### config.mk
export PLATFORM = sky130hd
export DESIGN_NAME = mem_bank
export DESIGN_NICKNAME = d
export VERILOG_FILES = /design/src/rtl/mem_bank.sv
export SDC_FILE = /design/constraint.sdc
export NUM_CORES = 2
export LEC_CHECK = 0
export BUFFER_PORTS_ARGS = -buffer_cell sky130_fd_sc_hd__buf_4
export CELL_PAD_IN_SITES_DETAIL_PLACEMENT = 0
export CELL_PAD_IN_SITES_GLOBAL_PLACEMENT = 1
export CORE_UTILIZATION = 58
export CTS_BUF_LIST = sky130_fd_sc_hd__clkbuf_16
export CTS_CLUSTER_SIZE = 14
export DETAILED_ROUTE_END_ITERATION = 7
export PLACE_DENSITY = 0.89
export SLEW_MARGIN = 0
export SYNTH_ARGS = -nofsm -noshare
export SYNTH_HDL_FRONTEND = slang
export SYNTH_SLANG_ARGS = --single-unit
### constraint.sdc
create_clock -name clk -period 5.8 [get_ports clk]
set_input_delay 0.29 -clock clk [delete_from_list [all_inputs] [get_ports clk]]
set_output_delay 0.29 -clock clk [all_outputs]
set_load 0.1 [all_outputs]
### src/rtl/mem_bank.sv
// rtl/mem_bank.sv - single-port word memory with registered read data and range-error flag
// Storage is initialized to i*10 on reset; out-of-range accesses read as 0 and never write.
module mem_bank #(
  parameter int DATA_W = 32,
  parameter int ADDR_W = 8,
  parameter int DEPTH  = 64
) (
  input  logic              clk,
  input  logic              rst_n,
  input  logic              memread,
  input  logic              memwrite,
  input  logic [ADDR_W-1:0] address,
  input  logic [DATA_W-1:0] writedata,
  output logic [DATA_W-1:0] readdata,
  output logic              addr_err
);

  localparam int IDX_W = (DEPTH > 1) ? $clog2(DEPTH) : 1;

  logic [DATA_W-1:0] mem_q [DEPTH];
  logic [DATA_W-1:0] readdata_q, readdata_d;
  logic              addr_err_q, addr_err_d;
  logic              in_range;
  logic [IDX_W-1:0]  idx;

  // Full-width compare so that addresses past DEPTH never alias onto low entries.
  assign in_range = (32'(address) < 32'(DEPTH));
  assign idx      = IDX_W'(address);

  always_comb begin
    readdata_d = readdata_q;
    addr_err_d = addr_err_q;
    if (memread) begin
      readdata_d = in_range ? mem_q[idx] : '0;
    end
    if (memread || memwrite) begin
      addr_err_d = !in_range;
    end
  end

  // Read data is taken from mem_q before this edge's write lands: read-before-write.
  always_ff @(posedge clk or negedge rst_n) begin
    if (!rst_n) begin
      for (int i = 0; i < DEPTH; i++) begin
        mem_q[i] <= DATA_W'(i * 10);
      end
    end else if (memwrite && in_range) begin
      mem_q[idx] <= writedata;
    end
  end

  always_ff @(posedge clk or negedge rst_n) begin
    if (!rst_n) begin
      readdata_q <= '0;
      addr_err_q <= 1'b0;
    end else begin
      readdata_q <= readdata_d;
      addr_err_q <= addr_err_d;
    end
  end

  assign readdata = readdata_q;
  assign addr_err = addr_err_q;

endmodule

# Word level (Yosys, flattened, before mapping)
# Cells that the tools add are included.
[classes]
n_lt_le_gt_ge = 3
muxes = 7
bitwise = 1
reduce_logical = 4
[op_table]
columns = ["operator", "count"]
rows = [
  ["bitwise mux 2048 bit", 1],
  ["binary-select mux 32 bit (select 6 bit)", 1],
  ["demux 32 bit (select 6 bit)", 1],
  ["two-way mux 32 bit", 4],
  ["less-than comparator 8 x 7 -> 1 bit, second input constant", 1],
  ["greater-or-equal comparator 7 bit, second input constant", 1],
  ["less-than comparator 7 x 1 -> 1 bit, second input constant", 1],
  ["NOT 6 -> 7 bit", 1],
  ["logical AND 1 bit", 2],
  ["logical NOT 1 bit", 1],
  ["logical OR 1 bit", 1],
]
[totals]
reg_bits = 2081
input_bits = 44
out_inout_bits = 33
wordCells = 81

# Logic depth before layout (Yosys ltp)
[depth]
word_depth = 6
depth_mapped = 11
depth_no_buf = 6

# Worst setup path before layout
# OpenSTA, ideal clock, no wires.
[synth_timing]
kind = "input-to-reg"
start = "input address[0]"
end = "register readdata_q[26] (netlist: readdata[26])"
setup_ps = 136
arrival_time_ps = 1947
t_required_ps = 5664
setup_slack_ps = 3716
cell_stages = 8
n_path_buf = 3
cell_sequence = "buf_6 > buf_6 > buf_2 > mux4_2 > a221oi_1 > o21ai_0 > a221oi_1 > a31oi_1"
[synth_via]
elab_chain_cells = 5
word_cells_on_any_way = 6
classes_between = "order compare: 1; mux: 4; bitwise: 1"
[synth_lines]
columns = ["element", "line", "source"]
rows = [
  ["from (decl)", "12", "input logic [ADDR_W-1:0] address,"],
  ["NOT 6 -> 7 bit (implied by the code)", "34", "readdata_d = in_range ? mem_q[idx] : '0;"],
  ["binary-select mux 32 bit (select 6 bit)", "34", ""],
  ["two-way mux 32 bit (implied by the code) (2 in a row)", "34", ""],
  ["two-way mux 32 bit *", "34", ""],
  ["to (signal assigned)", "57", "readdata_q <= readdata_d;"],
  ["to (decl)", "21", "logic [DATA_W-1:0] readdata_q, readdata_d;"],
]
# Every way passes the cells marked *; elsewhere a longest branch is shown, timed or not. The select of a mux whose other input is x is not followed.
# A chain may end at the register's enable or synchronous reset.

# Worst setup path after layout
[layout_timing]
start = "input address[3]"
end = "register mem_q[1159] (netlist name)"
[layout_via]
elab_chain_cells = 6
word_cells_on_any_way = 9
classes_between = "order compare: 3; mux: 3; bitwise: 1; reduce/logical: 2"
[layout_lines]
columns = ["element", "line", "source"]
rows = [
  ["NOT 6 -> 7 bit (implied by the code)", "48", "mem_q[idx] <= writedata;"],
  ["greater-or-equal comparator 7 bit (implied by the code) / less-than comparator 7 x 1 -> 1 bit (equally long branches)", "48", ""],
  ["logical AND 1 bit (implied by the code)", "48", ""],
  ["two-way mux 32 bit (implied by the code)", "48", ""],
  ["demux 32 bit (select 6 bit)", "48", ""],
  ["bitwise mux 2048 bit", "48", ""],
  ["to (signal, indexed assignment)", "45", "mem_q[i] <= DATA_W'(i * 10);"],
  ["to (signal, indexed assignment)", "48", ""],
  ["to (decl)", "20", "logic [DATA_W-1:0] mem_q [DEPTH];"],
]
# Several ways; a longest one is shown, not always the timed one.

==> flow_summary.yaml <==
cts:
  cts-buffers-inserted: 204
  clk_path_buf_depth: 3
  clkSinkCount: 2081
  clkLatencyLatePin_ns: 0.90
  postCtsSetupRepairBufs: 0
  cts-root-buf: "clkbuf_16"
  path_clk_slew_ns: 0.06
  hold_buffers: 6
  ctsResizeCount: 0
  htree_num_levels: 4
  cts_tree: "done"
yosys:
  ys.flop_type: "dfrtp_1"
  synth_seq_area_share: 0.550
  synth.yosys.warnings: 0
  synth_edf_count: 0
  syn_inst: 6767
  synth.area.top_cells: "dfrtp_1, mux2_2, dfstp_2"
  synth-seq-cells: 2081
  synthArstFlopShare: 1.00
  yosys.area.top_type: "dfrtp_1"
  synth_top_area_frac: 0.480
  synthDistinctLibCells: 72
  synth.net_count: 6811
  synthesis.area_um2: 95200
  syn_avg_cell_area_um2: 14.1
setup_path:
  cpMostUsedCell: "buf_4"
  end_kind: "flip-flop"
  path_cells: "dlygate4sd3_1 -> buf_4 -> inv_1 -> nor3_4 -> buf_4 -> nand2_2 -> buf_4 -> mux2_2"
  crit_fanout: 19
  cp.arrival_ns: 4.14
  cp.required_ns: 6.55
  critPathMaxStageDelay_ns: 1.01
  critPathLaunchType: "primary input"
  critPathKind: "primary input to flip-flop"
  cp_slowest_cell: "nor3_4"
sta:
  final_max_slew_viol_count: 0
  setup_violations: 0
  post-route-period-util: 0.584
  timing.fmax_ghz: 0.295
  grt_setup_unrepaired: "no"
  fin_ws_ns: 2.41
  hold_viol: 2
  hold_slack_ns: -0.0127
  finalSetupTns_ns: 0
  tightest_slew_ns: 1.26
  finClkSkew_ns: 0.0534
  period_minus_slack_ns: 3.39
  slew_headroom: 0.158
finish:
  fin_util: 0.637
  area_growth_pct: 8.87
  multi_input_area_um2: 39700
  seqCellArea_um2: 52400
  stdcell_area_um2: 104000
  final_cell_count_no_fill: 8887
  finalNetCount: 6574
  fill_cells: 11800
  drive_gt1_frac: 0.488
  layout.cells.most_common: "mux2_2"
  most-common-layout-cells: "mux2_2, dfrtp_1, dfstp_2, a221oi_1, buf_4"
route:
  wl_met1_mm: 118
  routed-wl-met2_mm: 140
  post_drt_wl_per_cell_um: 35.8
  final_antenna_net_count: 0
  dr.pass1.iters: 8
  wl_met3_mm: 38.3
  drt_iter0_drc: 7209
  top_layer: "met5"
  vias_per_cell: 7.11
  drt_wl_total_mm: 319
  drc: 0
  vias: 63200
placed_design:
  placed_cell_area_um2: 97300
  preCtsSetupSlack_ns: 2.08
  portBuffers: 76
  hpwl_mm: 185
  dp_cells: 8493
  finalWeightedCongestion: 0.886
pwr:
  pwr-share-clk: 0.407
  seqPwrFrac: 0.506
  p_per_area_nw_per_um2: 298
  power.total_mw: 30.9
  p_int_mw: 23.0
  p_sw_frac: 0.255
  pwr-share-comb: 0.087
  p_leak_nw: 50.0
  netSwitchingPower_mw: 7.88
  peakVddDrop_mv: 0.367
worst_hold_path:
  hp-class: "primary input to async pin"
global_route:
  antenna_found_initial: 8
  grt_pass1_vias: 64400
  grt-ovfl-total: 0
  track_usage: 0.384
  grt_pass1_wl_mm: 461
  grt_max_degree: 185
flow_run:
  maxCapViolations: 0
floorplan:
  io_pins: 77
  core_area_um2: 163000
  die_area_um2: 166000
  row_count: 148
  die_x_um: 407
  die_h_um: 407
  initial_core_util: 0.585
outcome:
  violations: "negative hold slack"
  outcome: "complete, but fails checks"
==> state kept, by name, indices dropped and copies added (netlist names) <==
name      count
addr_err      1
readdata     32
mem_q      2048
==> synthesized netlist by cell type, types with 33 or more instances <==
| cell type | number |
|---|---|
| a211oi_1 | 33 |
| a21oi_1 | 123 |
| a221oi_1 | 247 |
| o22ai_1 | 118 |
| mux2i_1 | 221 |
| mux4_2 | 125 |
| nor2_1 | 109 |
| buf_1 | 166 |
| a22oi_1 | 189 |
| buf_2 | 210 |
| mux2_2 | 2260 |
| dfrtp_1 | 1825 |
| dfstp_2 | 256 |
| buf_4 | 46 |
| o21ai_0 | 91 |
| clkbuf_1 | 278 |
| nand2_1 | 153 |
==> cell type report <==
| class | count | area share |
|---|---|---|
| diodes | 12 | 0.000290 |
| clock buffers | 206 | 0.0497 |
| clock inverters | 170 | 0.0105 |
| inverters | 8 | 0.000374 |
| multi-input cells | 3957 | 0.383 |
| flip-flops and latches | 2081 | 0.506 |
| well taps | 2175 | 0.0263 |
| repair buffers | 278 | 0.0238 |
==> worst max-delay path: cells and delay by family <==
family | cells | cell delay, ns
multiplexers | 1 | 0.33
buffers and inverters | 5 | 1.88
AND/OR/NAND/NOR | 2 | 1.56
==> metal layers <==
layer,vias up,global-route usage
met5,-,0.00316
met4,2,0.233
met3,1132,0.121
met2,3977,0.561
met1,33300,0.501
li1,24800,-
==> logic make-up (layout without fill, tap and decap cells) <==
| kind of cell | count (synthesis) | in the layout | share of synthesized area |
|---|---|---|---|
| buffers and inverters | 729 | 662 | 0.0351 |
| multiplexers | 2626 | 2626 | 0.323 |
| AO/OA/AOI/OAI | 972 | 972 | 0.0750 |
| AND/OR/NAND/NOR | 359 | 359 | 0.0169 |
| other | 0 | 12 | 0 |
| flip-flops | 2081 | 2081 | 0.550 |
==> power by group through the flow <==
stage | logic [mW] | registers [mW] | clock network (mW)
6_report | 2.69 | 15.6 | 12.6
5_1_grt | 2.83 | 15.7 | 13.2
4_1_cts | 2.65 | 15.6 | 12.6
3_5_place_dp | 2.63 | 15.9 | 0
3_3_place_gp | 2.56 | 15.8 | 0
2_1_floorplan | 1.61 | 15.8 | 0
==> worst paths after layout <==
check	startpoint	endpoint	slack, ns	depth (start not counted)
max in group asynchronous	rst_n	mem_q[356]$_DFFE_PN0P_	3.84	4
hold reg to reg	mem_q[1925]$_DFFE_PN0P_	mem_q[1925]$_DFFE_PN0P_	0.49	1
hold / removal	rst_n	mem_q[80]$_DFFE_PN0P_	-0.01	2
min in group clk	writedata[31]	mem_q[831]$_DFFE_PN0P_	0.07	2
setup reg to reg	mem_q[339]$_DFFE_PN0P_	readdata[19]$_DFFE_PN0P_	3.36	4
setup / recovery	address[3]	mem_q[1159]$_DFFE_PN0P_	2.41	8
Note: power is estimated with default switching activity, not from simulation.
